### src/rtl/spi_segment_mux.sv
// SPI-programmed multiplexed 7-segment display driver with per-slot PWM brightness.
// A 16-bit SPI mode-0 frame writes digit, brightness, enable or clear registers.
module spi_segment_mux #(
   parameter int NUM_DIGITS = 4,
   parameter int TICK_DIV   = 64
) (
   input  logic                  clk,
   input  logic                  rst_n,
   input  logic                  sclk,
   input  logic                  cs_n,
   input  logic                  mosi,
   output logic [7:0]            seg,
   output logic [NUM_DIGITS-1:0] dig_en,
   output logic                  frame_done
);
   localparam int              SW       = (NUM_DIGITS > 1) ? $clog2(NUM_DIGITS) : 1;
   localparam logic [4:0]      ND       = 5'(NUM_DIGITS);
   localparam logic [15:0]     PRE_MAX  = 16'(TICK_DIV - 1);
   localparam logic [SW-1:0]   SCAN_MAX = SW'(NUM_DIGITS - 1);

   typedef enum logic [3:0] {
      CMD_RAW    = 4'h1,
      CMD_HEX    = 4'h2,
      CMD_BRIGHT = 4'h3,
      CMD_ENABLE = 4'h4,
      CMD_CLEAR  = 4'h5
   } cmd_e;

   logic [1:0]            sclk_sync, cs_sync, mosi_sync;
   logic                  sclk_prev, cs_prev;
   logic                  sclk_rise, cs_fall, cs_low;
   logic [4:0]            bit_cnt;
   logic [15:0]           shift;
   logic                  frame_ready;
   logic                  idx_ok;
   logic [7:0]            digit [NUM_DIGITS];
   logic [3:0]            brightness;
   logic                  enable;
   logic [15:0]           presc;
   logic [3:0]            phase;
   logic [SW-1:0]         scan;
   logic [NUM_DIGITS-1:0] dig_next;

   function automatic logic [6:0] hex7(input logic [3:0] v);
      case (v)
         4'h0: hex7 = 7'h3F;  4'h1: hex7 = 7'h06;  4'h2: hex7 = 7'h5B;  4'h3: hex7 = 7'h4F;
         4'h4: hex7 = 7'h66;  4'h5: hex7 = 7'h6D;  4'h6: hex7 = 7'h7D;  4'h7: hex7 = 7'h07;
         4'h8: hex7 = 7'h7F;  4'h9: hex7 = 7'h6F;  4'hA: hex7 = 7'h77;  4'hB: hex7 = 7'h7C;
         4'hC: hex7 = 7'h39;  4'hD: hex7 = 7'h5E;  4'hE: hex7 = 7'h79;  default: hex7 = 7'h71;
      endcase
   endfunction

   always_ff @(posedge clk or negedge rst_n) begin
      if (!rst_n) begin
         sclk_sync <= '0;
         cs_sync   <= '1;
         mosi_sync <= '0;
         sclk_prev <= 1'b0;
         cs_prev   <= 1'b1;
      end else begin
         sclk_sync <= {sclk_sync[0], sclk};
         cs_sync   <= {cs_sync[0], cs_n};
         mosi_sync <= {mosi_sync[0], mosi};
         sclk_prev <= sclk_sync[1];
         cs_prev   <= cs_sync[1];
      end
   end

   assign sclk_rise = sclk_sync[1] & ~sclk_prev;
   assign cs_fall   = ~cs_sync[1] & cs_prev;
   assign cs_low    = ~cs_sync[1];

   // bit_cnt saturates at 16 so trailing bits are ignored until cs_n rises
   always_ff @(posedge clk or negedge rst_n) begin
      if (!rst_n) begin
         bit_cnt     <= '0;
         shift       <= '0;
         frame_ready <= 1'b0;
      end else begin
         frame_ready <= 1'b0;
         if (!cs_low || cs_fall) begin
            bit_cnt <= '0;
         end else if (sclk_rise && bit_cnt != 5'd16) begin
            shift       <= {shift[14:0], mosi_sync[1]};
            bit_cnt     <= bit_cnt + 5'd1;
            frame_ready <= (bit_cnt == 5'd15);
         end
      end
   end

   assign idx_ok = ({1'b0, shift[11:8]} < ND);

   always_ff @(posedge clk or negedge rst_n) begin
      if (!rst_n) begin
         for (int unsigned i = 0; i < NUM_DIGITS; i++) digit[i] <= '0;
         brightness <= '1;
         enable     <= 1'b1;
         frame_done <= 1'b0;
      end else begin
         frame_done <= frame_ready;
         if (frame_ready) begin
            case (shift[15:12])
               CMD_RAW:    if (idx_ok) digit[shift[8+SW-1:8]] <= shift[7:0];
               CMD_HEX:    if (idx_ok) digit[shift[8+SW-1:8]] <= {shift[7], hex7(shift[3:0])};
               CMD_BRIGHT: brightness <= shift[3:0];
               CMD_ENABLE: enable <= shift[0];
               CMD_CLEAR:  for (int unsigned i = 0; i < NUM_DIGITS; i++) digit[i] <= '0;
               default:    ;
            endcase
         end
      end
   end

   always_ff @(posedge clk or negedge rst_n) begin
      if (!rst_n) begin
         presc <= '0;
         phase <= '0;
         scan  <= '0;
      end else if (presc == PRE_MAX) begin
         presc <= '0;
         phase <= phase + 4'd1;
         if (phase == 4'hF) scan <= (scan == SCAN_MAX) ? '0 : scan + 1'b1;
      end else begin
         presc <= presc + 16'd1;
      end
   end

   always_comb begin
      dig_next = '0;
      if (enable && phase <= brightness) dig_next[scan] = 1'b1;
   end

   always_ff @(posedge clk or negedge rst_n) begin
      if (!rst_n) begin
         seg    <= '0;
         dig_en <= '0;
      end else begin
         seg    <= (dig_next != '0) ? digit[scan] : '0;
         dig_en <= dig_next;
      end
   end
endmodule

### config.mk
export PLATFORM = sky130hd
export DESIGN_NAME = spi_segment_mux
export DESIGN_NICKNAME = d
export VERILOG_FILES = /design/src/rtl/spi_segment_mux.sv
export SDC_FILE = /design/constraint.sdc
export NUM_CORES = 1
export LEC_CHECK = 0
export ABC_AREA = 1
export CORE_MARGIN = 3
export CORE_UTILIZATION = 56
export CTS_BUF_LIST = sky130_fd_sc_hd__clkbuf_4
export DETAILED_ROUTE_END_ITERATION = 6
export HOLD_SLACK_MARGIN = 0.05
export PLACE_DENSITY = 0.74
export SETUP_SLACK_MARGIN = 0.2
export SLEW_MARGIN = 5
export SYNTH_ARGS = -nofsm -noshare
export SYNTH_HDL_FRONTEND = slang
export SYNTH_SLANG_ARGS = --single-unit
### constraint.sdc
create_clock -name clk -period 2 [get_ports clk]
set_input_delay 0.6 -clock clk [delete_from_list [all_inputs] [get_ports clk]]
set_output_delay 0.6 -clock clk [all_outputs]
set_load 0.01 [all_outputs]
==> impl_metrics.env, run 1 <==
export IMPL_run_status="complete, no violations"
export IMPL_post_route_period_util_pct=86.75
export IMPL_syn_num_nets=597
export IMPL_worstMarginPinSlew_ps=530.4
export IMPL_power_per_cell_area_mw_per_mm2=666.9
export IMPL_die_w_um=99.43
export IMPL_antenna_found_initial=0
export IMPL_netlist_area_mm2=0.004888
export IMPL_design_area_mm2=0.005539
export IMPL_criticalPathCategory="flip-flop to output port"
export IMPL_drc=0
export IMPL_vias=3892
export IMPL_worst_clock_skew_ps=8.943
export IMPL_dr_pass1_iters=5
export IMPL_slew_headroom_pct=64.49
export IMPL_fmax_mhz=576.4
export IMPL_io_buffers=17
export IMPL_cp_buffers_inverters=1
export IMPL_multi_input_area_mm2=0.002083
export IMPL_overflow=0
export IMPL_top_layer="met4"
export IMPL_cp_start_kind="flip-flop"
export IMPL_ys_warn_count=0
export IMPL_root_buffer="clkbuf_4"
export IMPL_fin_crit_ps=1735
export IMPL_endpoint_kind="output port"
export IMPL_die_h_um=99.43
export IMPL_hpwl_mm=7.148
export IMPL_grt_pass1_wl_mm=17.06
export IMPL_drt_iter0_drc=286
export IMPL_viasPerCell=5.406
export IMPL_ys_async_sr_fraction_pct=100.0
export IMPL_drt_total_wl_mm=10.18
export IMPL_start_util_pct=58.61
export IMPL_register_area_mm2=0.002565
export IMPL_clock_path_buffers=2
export IMPL_peakVddDrop_mv=0.4111
export IMPL_final_hold_viol_count=0
export IMPL_grt_max_degree=41
export IMPL_synthCells=574
export IMPL_cts_tree="yes"
export IMPL_cts_htree_levels=3
export IMPL_path_max_fanout=1
export IMPL_synth_edf_count=0
export IMPL_ys_flop_type="dfrtp_1"
export IMPL_fp_dieArea_mm2=0.009886
export IMPL_grt_use_total_pct=21.70
export IMPL_min_path_type="flip-flop to flip-flop"
export IMPL_clock_sinks=102
export IMPL_worstPathCellList="dlygate4sd2_1"
export IMPL_tns_ps=0
export IMPL_grt_pass1_vias=3686
export IMPL_placed_cells=694
export IMPL_num_antenna_cells=0
export IMPL_setup_violations_final=0
export IMPL_core_mm2=0.008341
export IMPL_syn_area_per_cell_um2=8.516
export IMPL_slowest_stage="dfrtp_1"
export IMPL_postRouteAntennaNets=0
export IMPL_routedWlPerCell_um=14.14
export IMPL_cp_top_family="flip-flops"
export IMPL_synth_seq_cells=102
export IMPL_leakagePower_nw=2.743
export IMPL_worst_ep_arrival_time_ps=1140
export IMPL_path_clk_slew_ps=160
export IMPL_stdcell_count=720
export IMPL_wl_met1_mm=4.607
export IMPL_cpPeakStageDelay_ps=390
export IMPL_clk_latency_ps=460
export IMPL_dpl_cell_area_mm2=0.005230
export IMPL_rsz0062_at_grt="yes"
export IMPL_num_rows=33
export IMPL_drive_gt1_share_pct=13.98
export IMPL_maxCapViolCount=0
export IMPL_place_congestion=0.8735
export IMPL_finalPower_mw=3.694
export IMPL_routed_wl_met3_um=580
export IMPL_n_fill_cell=691
export IMPL_cts_buffers=9
export IMPL_area_delta_synth_final_pct=13.31
export IMPL_yosysSeqAreaShare_pct=52.42
export IMPL_dr_wl_met2_mm=4.834
export IMPL_ios=18
export IMPL_finalNetCount=633
export IMPL_yosys_cell_types_count=31
export IMPL_cp_required_ps=1400
export IMPL_slew_viol_final=0
-- per-stage QoR --
stage               hold WS [ps]  utilization (%)  worst slack [ps]
finish                     367.2            66.41             265.0
global route               382.0            66.41             174.5
CTS                        372.4            64.76             221.9
detailed placement         334.7            62.71             110.7
global placement           331.8            62.71             228.7
floorplan                  304.4                -             246.3
-- kinds of logic after synthesis --
family / share of synthesized area (%)
muxes: 0.2048
xor gates and xnor gates: 2.508
AOI/OAI and AO/OA: 10.80
DFF: 52.42
and+or+nand+nor: 23.11
buffers and inverters: 6.347
adders and majority gates: 4.607
-- final timing paths --
path	slack (ps)	start	cells after the start	endpoint
max	260	seg[6]	1	seg[6]
min	370	sclk_sync[0]	0	sclk_sync[1]
max reg2reg	300	presc[0]	8	scan[0]
min reg2reg	370	sclk_sync[0]	0	sclk_sync[1]
max in group asynchronous	820	rst_n	3	cs_sync[0]
min in group asynchronous	590	rst_n	2	presc[4]
-- routing by layer --
| layer | vias to the layer above | global-route usage [%] |
|---|---|---|
| met5 | - | 0 |
| met4 | 0 | 7.038 |
| met3 | 20 | 5.189 |
| met2 | 132 | 34.76 |
| met1 | 1839 | 29.35 |
| li1 | 1901 | - |
-- what timing repair did --
item | in CTS | in global routing
hold buffers | 1 | 0
setup endpoints to repair | 15 | 42
hold endpoints to repair | 28 | 0
gates cloned | 0 | 0
resized for setup | 14 | 20
pin swaps | 0 | 11
setup buffers | 0 | 9
-- Yosys cell counts (all sizes together), types with 6 or more instances --
cell type | n | area (µm²)
nand2 | 189 | 714.4
dfrtp | 94 | 2352
inv | 69 | 264.0
o21ai | 54 | 296.5
nor2 | 37 | 187.7
a21oi | 26 | 130.1
nand3 | 22 | 120.1
ha | 18 | 225.2
xor2 | 12 | 105.1
nor3 | 11 | 55.05
dfstp | 8 | 210.2
a32o | 6 | 60.06
clkbuf | 6 | 22.52
-- layout by cell type (no fill, tap or decap), drive strengths merged --
cell type        n
a21oi           26
a32o             6
buf             18
bufinv           2
clkbuf           9
clkdlybuf4s50    3
clkinv           2
clkinvlp         3
dfrtp           94
dfstp            8
dlygate4sd2     13
dlygate4sd3      1
ha              18
inv             70
mux2i            1
nand2          189
nand3           22
nand4            5
nor2            37
nor3            11
nor3b            2
o211ai           3
o21ai           54
o22ai            3
or2              1
xnor2            2
xor2            12
-- cell type report --
type                       instances  area share (%)
multi-input combinational        392           37.61
tap                              105           2.372
clock buffer                       9           1.220
timing repair buffer              35           5.670
inverter                          70           4.902
clock inverter                     7           1.920
sequential                       102           46.31
-- where the power goes --
part	internal (mW)	switching, mW
Sequential	2.10	0.0429
Clock	0.526	0.727
Combinational	0.0960	0.202
(Power assumes the default switching activity.)
==> run 2: changes to the inputs <==
==> config.mk (replaced) <==
export PLATFORM = sky130hd
export DESIGN_NAME = spi_segment_mux
export DESIGN_NICKNAME = d
export VERILOG_FILES = /design/src/rtl/spi_segment_mux.sv
export SDC_FILE = /design/constraint.sdc
export NUM_CORES = 1
export LEC_CHECK = 0
export ABC_AREA = 0
export CORE_MARGIN = 3
export CORE_UTILIZATION = 56
export CTS_BUF_LIST = sky130_fd_sc_hd__clkbuf_16
export DETAILED_ROUTE_END_ITERATION = 6
export HOLD_SLACK_MARGIN = 0.05
export PLACE_DENSITY = 0.74
export SETUP_SLACK_MARGIN = 0.2
export SLEW_MARGIN = 20
export SYNTH_ARGS = -nofsm -noshare
export SYNTH_HDL_FRONTEND = slang
export SYNTH_SLANG_ARGS = --single-unit
==> run 2 against run 1 <==
Combinational power up 22%. Critical endpoint is now seg[6]. Register-to-register slack worse by 100 ps. Non-clock buffer count up 2.
==> impl_metrics.env, run 2 <==
export IMPL_ys_warn_count=0
export IMPL_rsz0062_at_grt="yes"
export IMPL_ys_async_sr_fraction_pct=100.0
export IMPL_leakagePower_nw=2.604
export IMPL_power_share_combinational_pct=8.4
export IMPL_setup_violations_final=0
export IMPL_syn_num_nets=388
export IMPL_yosysTopAreaCellShare_pct=50.69
export IMPL_overflow=0
export IMPL_pwr_share_seq_pct=50.3
export IMPL_switching_share_pct=22.90
export IMPL_num_antenna_cells=0
export IMPL_io_buffers=17
export IMPL_dp_slack_ps=130.4
export IMPL_synth_seq_cells=102
export IMPL_final_common_cell="dfrtp_1"
export IMPL_peakVddDrop_mv=0.5067
export IMPL_intPower_mw=3.352
export IMPL_slew_viol_final=0
export IMPL_drt_iter0_drc=219
export IMPL_dr_wl_met2_mm=4.261
export IMPL_endpoint_kind="flip-flop"
export IMPL_n_fill_cell=573
export IMPL_drt_total_wl_mm=8.649
export IMPL_start_util_pct=58.84
export IMPL_synth_area_leaders="dfrtp_1, a22o_1, ha_1, dfstp_2, mux4_2"
export IMPL_ys_top_cells_by_count="dfrtp_1, a22o_1, nor2_1"
export IMPL_top_layer="met4"
export IMPL_dpl_cell_area_mm2=0.004970
export IMPL_antenna_found_initial=0
export IMPL_power_per_cell_area_mw_per_mm2=803.0
export IMPL_worst_ep_arrival_time_ps=2080
export IMPL_final_cell_mix="dfrtp_1, a22o_1, nor2_1"
export IMPL_root_buffer="clkbuf_16"
export IMPL_clock_sinks=102
export IMPL_ios=18
export IMPL_clockPowerShare_pct=41.3
export IMPL_ff2ff_path_depth=8
export IMPL_r2r_start="brightness[3]"
export IMPL_multi_input_area_mm2=0.002032
export IMPL_wl_met1_mm=3.904
export IMPL_path_clk_slew_ps=70
export IMPL_finalNetCount=422
export IMPL_holdWs_ps=325.2
export IMPL_routedWlPerCell_um=17.09
export IMPL_cts_buffers=9
export IMPL_fin_crit_ps=1804
export IMPL_die_h_um=97.03
export IMPL_cts_htree_levels=3
export IMPL_register_area_mm2=0.002567
export IMPL_vias=2951
export IMPL_drive_gt1_share_pct=24.01
export IMPL_drc=0
export IMPL_design_area_mm2=0.005414
export IMPL_routed_wl_met3_um=378
export IMPL_worst_clock_skew_ps=9.058
export IMPL_dr_pass1_iters=4
export IMPL_finalWorstSetupSlack_ps=195.6
export IMPL_die_w_um=97.03
export IMPL_path_max_fanout=8
export IMPL_r2r_slack_ps=200
export IMPL_worstMarginPinSlew_ps=518.7
export IMPL_placed_cells=484
export IMPL_cts_hold_buf=0
export IMPL_synth_edf_count=0
export IMPL_run_status="complete, no violations"
export IMPL_yosysSeqAreaShare_pct=55.22
export IMPL_yosys_cell_types_count=55
export IMPL_ys_flop_type="dfrtp_1"
export IMPL_core_mm2=0.007888
export IMPL_maxCapViolCount=0
export IMPL_cp_start_kind="flip-flop"
export IMPL_synthCells=365
export IMPL_area_delta_synth_final_pct=16.66
export IMPL_clk_latency_ps=340
export IMPL_place_congestion=0.7934
export IMPL_grt_max_degree=103
export IMPL_tns_ps=0
export IMPL_min_path_type="input port to asynchronous set/reset pin"
export IMPL_post_route_period_util_pct=90.22
export IMPL_fp_dieArea_mm2=0.009415
export IMPL_criticalPathCategory="flip-flop to flip-flop"
export IMPL_grt_use_total_pct=19.76
export IMPL_clock_path_buffers=2
export IMPL_synth_top_cell_by_area="dfrtp_1"
export IMPL_postRouteAntennaNets=0
export IMPL_viasPerCell=5.832
export IMPL_grt_pass1_vias=2913
export IMPL_grt_pass1_wl_mm=14.97
export IMPL_p_sw_mw=0.9957
export IMPL_stdcell_count=506
export IMPL_cp_required_ps=2270
export IMPL_final_hold_viol_count=0
export IMPL_post_synth_top_count_cell="dfrtp_1"
export IMPL_num_rows=32
export IMPL_slew_headroom_pct=65.42
export IMPL_netlist_area_mm2=0.004641
export IMPL_cts_tree="yes"
export IMPL_rr_endpoint="seg[6]"
export IMPL_fmax_mhz=554.2
export IMPL_syn_area_per_cell_um2=12.71
export IMPL_hpwl_mm=5.586
-- run 2: changes by cell type after synthesis, moves of 9 or more --
cell     before  now
nor2_1       31   22
and2_1        0   15
mux2_2        0   13
xnor2_1       2   15
a22o_1        0   36
inv_1        64   12
nand2_1     187   17
a21oi_1      26    9
nand3_1      20    7
o21ai_0      46    6
-- run 2: kinds of logic (layout without fill, tap and decap cells) --
kind of cell	Yosys count	count (layout)	synth area share [%]
adder cells (fa/ha/maj)	18	18	4.853
multiplexers	25	25	8.088
AND/OR/NAND/NOR	102	102	12.73
AO/OA/AOI/OAI	72	72	12.51
buffers and inverters	26	65	2.831
flip-flops	102	102	55.22
XOR/XNOR	20	20	3.775
-- run 2: metrics by stage --
step	util, %	power (mW)
floorplan	-	2.417
global placement	63.01	2.533
detailed placement	63.01	2.544
CTS	67.32	4.361
global route	68.64	4.539
finish	68.64	4.348
-- run 2: timing repair --
action                                  CTS  global route
gates resized for setup                  14            20
endpoints found under the setup margin   29            47
buffers inserted                          3             3
pin swaps                                 4            11
-- run 2: critical path: stages (launching register included) --
cell	delay [ps]
dfstp_2	530
inv_1	60
ha_1	310
nand4_1	190
nand2_1	150
nand3_2	90
a21oi_2	140
buf_6	140
and2_1	130
-- run 2: power by group through the flow --
stage | Sequential [mW] | Clock (mW) | Combinational (mW)
2_1_floorplan | 2.17 | 0 | 0.243
3_3_place_gp | 2.21 | 0 | 0.320
3_5_place_dp | 2.22 | 0 | 0.328
4_1_cts | 2.18 | 1.85 | 0.335
5_1_grt | 2.19 | 1.94 | 0.409
6_report | 2.19 | 1.80 | 0.365
-- run 2: final cells by class --
class | instances | share of cell area (%)
well taps | 102 | 2.357
clock buffers | 9 | 4.160
clock inverters | 7 | 1.548
repair buffers | 37 | 6.147
multi-input cells | 237 | 37.53
inverters | 12 | 0.8320
flip-flops and latches | 102 | 47.42
-- run 2: per-layer routing --
| layer | vias up | global-route usage [%] |
|---|---|---|
| li1 | 1386 | - |
| met1 | 1499 | 27.31 |
| met2 | 54 | 31.69 |
| met3 | 12 | 4.975 |
| met4 | 0 | 4.644 |
| met5 | - | 0 |
-- run 2: how the worst max path moves through the flow --
stage / start / end / slack [ps]
detailed placement: presc[13] / scan[1] / 130
CTS: shift[0] / flip-flop / 170
global placement: presc[13] / scan[1] / 150
global route: shift[0] / flip-flop / 140
finish: brightness[3] / seg[6] / 200
floorplan: bit_cnt[0] / shift[8] / 180
==> run 3: changes to the inputs <==
--- a/config.mk
+++ b/config.mk
@@ -11,6 +11,7 @@
 export CTS_BUF_LIST = sky130_fd_sc_hd__clkbuf_16
 export DETAILED_ROUTE_END_ITERATION = 6
 export HOLD_SLACK_MARGIN = 0.05
+export MAX_ROUTING_LAYER = met4
 export PLACE_DENSITY = 0.74
 export SETUP_SLACK_MARGIN = 0.2
 export SLEW_MARGIN = 20
==> run 3 against run 2 <==
Core utilization unchanged. Combinational power about the same. Total power rose by 0.19%. Worst hold slack got worse by 3.3 ps. Clock skew hardly changed. Clock power barely moved. Critical endpoint unchanged. Largest power group unchanged.
==> impl_metrics.env, run 3 (synthesis gave the netlist of run 2 again) <==
export IMPL_run_status="complete, no violations"
export IMPL_grt_max_degree=103
export IMPL_place_congestion=0.8047
export IMPL_vias=2933
export IMPL_design_area_mm2=0.005414
export IMPL_intPower_mw=3.352
export IMPL_cts_tree="yes"
export IMPL_clockPowerShare_pct=41.4
export IMPL_maxCapViolCount=0
export IMPL_final_cell_mix="dfrtp_1, a22o_1, nor2_1"
export IMPL_drive_gt1_share_pct=24.01
export IMPL_worst_ep_arrival_time_ps=2080
export IMPL_n_fill_cell=573
export IMPL_cts_buffers=9
export IMPL_clk_latency_ps=340
export IMPL_ff2ff_path_depth=8
export IMPL_dp_slack_ps=130.4
export IMPL_num_antenna_cells=0
export IMPL_routedWlPerCell_um=17.09
export IMPL_die_w_um=97.03
export IMPL_antenna_found_initial=0
export IMPL_viasPerCell=5.796
export IMPL_fmax_mhz=555.6
export IMPL_drc=0
export IMPL_criticalPathCategory="flip-flop to flip-flop"
export IMPL_hpwl_mm=5.586
export IMPL_overflow=0
export IMPL_io_buffers=17
export IMPL_fin_crit_ps=1800
export IMPL_slew_headroom_pct=65.42
export IMPL_fp_dieArea_mm2=0.009415
export IMPL_finalNetCount=422
export IMPL_power_share_combinational_pct=8.4
export IMPL_min_path_type="input port to asynchronous set/reset pin"
export IMPL_setup_violations_final=0
export IMPL_clock_path_buffers=2
export IMPL_drt_iter0_drc=204
export IMPL_cts_htree_levels=3
export IMPL_final_common_cell="dfrtp_1"
export IMPL_tns_ps=0
export IMPL_post_route_period_util_pct=89.99
export IMPL_path_clk_slew_ps=70
export IMPL_endpoint_kind="flip-flop"
export IMPL_cp_required_ps=2280
export IMPL_path_max_fanout=8
export IMPL_core_mm2=0.007888
export IMPL_dpl_cell_area_mm2=0.004970
export IMPL_peakVddDrop_mv=0.5077
export IMPL_holdWs_ps=321.9
export IMPL_root_buffer="clkbuf_16"
export IMPL_final_hold_viol_count=0
export IMPL_postRouteAntennaNets=0
export IMPL_finalPower_mw=4.356
export IMPL_cts_hold_buf=0
export IMPL_area_delta_synth_final_pct=16.66
export IMPL_pwr_share_seq_pct=50.2
export IMPL_cp_start_kind="flip-flop"
export IMPL_rr_endpoint="seg[6]"
export IMPL_r2r_start="brightness[3]"
export IMPL_leakagePower_nw=2.604
export IMPL_die_h_um=97.03
export IMPL_power_per_cell_area_mw_per_mm2=804.6
export IMPL_grt_pass1_wl_mm=14.98
export IMPL_ios=18
export IMPL_p_sw_mw=1.004
export IMPL_slew_viol_final=0
export IMPL_num_rows=32
export IMPL_switching_share_pct=23.05
export IMPL_drt_total_wl_mm=8.646
export IMPL_start_util_pct=58.84
export IMPL_worstMarginPinSlew_ps=518.7
export IMPL_finalWorstSetupSlack_ps=200.3
export IMPL_dr_pass1_iters=4
export IMPL_grt_use_total_pct=20.33
export IMPL_worst_clock_skew_ps=8.622
export IMPL_r2r_slack_ps=200
export IMPL_rsz0062_at_grt="yes"
export IMPL_clock_sinks=102
export IMPL_grt_pass1_vias=2913
run 3: cell counts in the layout (fill, tap and decap cells not counted):
Identical to the previous run, type by type.
run 3: how the worst max path moves through the flow:
stage          depth (start not counted)        end  slack, ps          start
3_3_place_gp                           5    scan[1]        150      presc[13]
5_1_grt                                6  flip-flop        140       shift[0]
3_5_place_dp                           5    scan[1]        130      presc[13]
4_1_cts                                6  flip-flop        170       shift[0]
2_1_floorplan                          7   shift[8]        180     bit_cnt[0]
6_report                               8     seg[6]        200  brightness[3]
run 3: stage by stage:
stage          cells  util (%)
6_report         506     68.64
5_1_grt          506     68.64
4_1_cts          503     67.32
3_5_place_dp     484     63.01
3_3_place_gp     484     63.01
2_1_floorplan    365         -
run 3: area by class of cell:
cell class                 count  area [µm²]  area share, %
sequential                   102        2567          47.42
clock inverter                 7       83.83          1.548
timing repair buffer          37       332.8          6.147
inverter                      12       45.04         0.8320
tap                          102       127.6          2.357
clock buffer                   9       225.2          4.160
multi-input combinational    237        2032          37.53
run 3: routing by layer:
layer | vias up | track usage (%) | share of wire (%)
li1 | 1391 | - | -
met1 | 1482 | 27.36 | 46
met2 | 48 | 31.63 | 49
met3 | 12 | 4.975 | 4.0
met4 | 0 | 4.644 | 0.95
met5 | - | - | 0
run 3: power groups by stage:
stage / logic [mW] / registers (mW) / clock network, mW
2_1_floorplan: 0.243 / 2.17 / 0
5_1_grt: 0.408 / 2.19 / 1.94
6_report: 0.365 / 2.19 / 1.80
4_1_cts: 0.335 / 2.18 / 1.85
3_5_place_dp: 0.328 / 2.22 / 0
3_3_place_gp: 0.320 / 2.21 / 0
run 3: worst max-delay path, stage by stage, from the launching register on:
cell     delay (ps)
dfstp_2         530
inv_1            60
ha_1            310
nand4_1         180
nand2_1         150
nand3_2          90
a21oi_2         140
buf_6           140
and2_1          130
run 3: repair_timing:
item | in CTS | in global routing
pin swaps | 4 | 11
endpoints found under the setup margin | 29 | 47
buffers inserted | 3 | 3
resized for setup | 14 | 20
==> RTL edit: new RTL, settings of run 3 <==
Reset style: synchronous (`rst_n`), changed in 5 clocked blocks.
--- a/src/rtl/spi_segment_mux.sv
+++ b/src/rtl/spi_segment_mux.sv
@@ -52,3 +52,3 @@
 
-   always_ff @(posedge clk or negedge rst_n) begin
+   always_ff @(posedge clk) begin
       if (!rst_n) begin
@@ -73,3 +73,3 @@
    // bit_cnt saturates at 16 so trailing bits are ignored until cs_n rises
-   always_ff @(posedge clk or negedge rst_n) begin
+   always_ff @(posedge clk) begin
       if (!rst_n) begin
@@ -92,3 +92,3 @@
 
-   always_ff @(posedge clk or negedge rst_n) begin
+   always_ff @(posedge clk) begin
       if (!rst_n) begin
@@ -113,3 +113,3 @@
 
-   always_ff @(posedge clk or negedge rst_n) begin
+   always_ff @(posedge clk) begin
       if (!rst_n) begin
@@ -132,3 +132,3 @@
 
-   always_ff @(posedge clk or negedge rst_n) begin
+   always_ff @(posedge clk) begin
       if (!rst_n) begin
Behaviour: differs if rst_n is asserted again (counterexample within 4 cycles, from zero or initial values and one cycle with rst_n low); with rst_n held inactive, the same outputs for 10 cycles.
==> RTL edit against run 3 <==
  * The flow now finishes with violations (setup timing)
  * Via count up 16%
  * Sequential share of layout area is 5.4 points lower
  * Final area is 10% higher
  * Sequential cell count grew 7
  * Die area increased by 0.73%
  * Routed wire length grew 8.5%
  * Area after synthesis is 0.78% higher
  * Maximum frequency shrank 19%
  * Setup slack got worse by 430 ps
Power is not compared: it rests on default switching activity, and its combinational part moved more than twofold at a synthesized area within 25%.
==> RTL edit: results <==
group,metric,value,unit
cells_and_area,antenna_cells,0,
global_route,use_met2,35.6,%
route,drt_iter0_markers,176,
hold_path,hold_depth,1,
yosys,synth_common_cells,"dfxtp_1 (77), nor2_1 (64), nand2_1 (47), edfxtp_1 (32), inv_1 (26)",
cells_and_area,layout-drive-gt1-share,26.4,%
global_route,grt_first_pass_wirelength,15.9,mm
placement,place_ws,-374,ps
sta,fin_tns_setup,-964,ps
sta,drv_slew,0,
yosys,synth_nets,472,
sta,skew,6.21,ps
sta,worst_slack,-232,ps
global_route,met3_usage,5.31,%
status,violations,"setup timing",
yosys,yosysWarnings,0,
route,wl_per_cell,14.9,µm
cells_and_area,regArea,0.00251,mm²
placement,gp_congestion,0.867,
cells_and_area,fill_cells,544,
placement,placed_area,0.00539,mm²
pwr,internal_power,0.00334,W
global_route,grt_usage,21.2,%
cells_and_area,nNetsFinal,546,
yosys,yosysSeqAreaShare,53.5,%
clock_network,cts_root_buffer,"clkbuf_16",
sta,finalSetupViolations,7,
placement,dp_hpwl,6.38,mm
yosys,yosys.area_share.adder,5.35,%
yosys,synthTopCellsByArea,"dfxtp_1 (33%), edfxtp_1 (21%), ha_1 (5.4%), nor2_1 (5.1%), mux4_2 (4.3%)",
yosys,synth-async-reset-ratio,0,%
global_route,grt_util_met1,25.3,%
setup_path,path_max_fanout,3,
yosys,synth_compound_area_share,6.37,%
yosys,synth-edff-count,32,
setup_path,ff2ff_path_depth,9,
setup_path,worstPathArrival,2520,ps
clock_network,clk_pin_slew,70,ps
yosys,synth.distinct_cells,50,
global_route,grt_max_degree,24,
hold_path,hp-class,"reg -> reg",
clock_network,numCtsBuffers,9,
route,num_vias,3399,
yosys,synthMuxAreaShare,6.90,%
status,outcome,"finished, violations left",
yosys,synth-xor-area-share,3.93,%
sta,slew_headroom,59.8,%
[RTL edit: changes by cell type after synthesis, sizes merged, moves of 12 or more]
| cell | run 3 | this run |
|---|---|---|
| dfxtp | 0 | 77 |
| nand2 | 18 | 47 |
| inv | 12 | 26 |
| nor2 | 22 | 65 |
| dfrtp | 94 | 0 |
| nor3b | 0 | 12 |
| mux2i | 0 | 12 |
| edfxtp | 0 | 32 |
| mux2 | 17 | 0 |
| a22o | 36 | 0 |
| a21oi | 9 | 22 |
[RTL edit: path summary, 6_finish.rpt]
kind / startpoint / end / slack (ps)
worst max-delay path: sclk_prev / register / -230
worst min-delay path: cs_sync[0] / cs_sync[1] / 430
worst max register to register: sclk_prev / register / -230
worst min register to register: cs_sync[0] / cs_sync[1] / 430
[RTL edit: power by group through the flow]
stage | clock network [W] | registers (W) | logic, W
after floorplan | 0 | 0.00237 | 0.0000574
after global placement | 0 | 0.00237 | 0.000130
after detailed placement | 0 | 0.00237 | 0.000133
after CTS | 0.00176 | 0.00232 | 0.000137
after global routing | 0.00184 | 0.00232 | 0.000150
final | 0.00172 | 0.00232 | 0.000138
[RTL edit: routing by layer]
| layer | routed length, µm | share of wire [%] |
|---|---|---|
| met4 | 123 | 1.3 |
| met3 | 409 | 4.4 |
| met5 | 0 | 0 |
| met2 | 4680 | 50 |
| met1 | 4160 | 44 |
[RTL edit: final cells by class]
class / count / area share (%)
Clock inverter: 7 / 1.11
Timing Repair Buffer: 77 / 11.9
Inverter: 26 / 1.72
Multi-Input combinational cell: 298 / 37.4
Sequential cell: 109 / 42.0
Tap cell: 102 / 2.13
Clock buffer: 9 / 3.77
[RTL edit: kinds of logic after synthesis]
| kind of cell | Yosys count |
|---|---|
| xor+xnor | 21 |
| buf+inv | 40 |
| fa+ha+maj | 20 |
| compound gates | 46 |
| flops | 109 |
| simple gates | 190 |
| mux | 21 |
[RTL edit: repair_timing]
action | 4_1_cts | 5_1_grt
endpoints found under the setup margin | 78 | 88
buffers inserted | 4 | 2
pin swaps | 10 | 10
hold endpoints to repair | 0 | 0
resized for setup | 31 | 36
[RTL edit: metrics by stage]
stage,hold slack (ps),cells
after floorplan,386,447
after global placement,408,606
after detailed placement,404,606
after CTS,426,626
after global routing,459,628
final,428,628
[RTL edit: worst max-delay path, cell delays in order, from the launching register on]
cell and delay, ps:
dfxtp_2 320, or4b_4 560, nor2_4 120, mux2i_1 210, nand2b_4 170, buf_6 100
inv_4 30, ha_4 150, mux4_2 470, inv_2 50
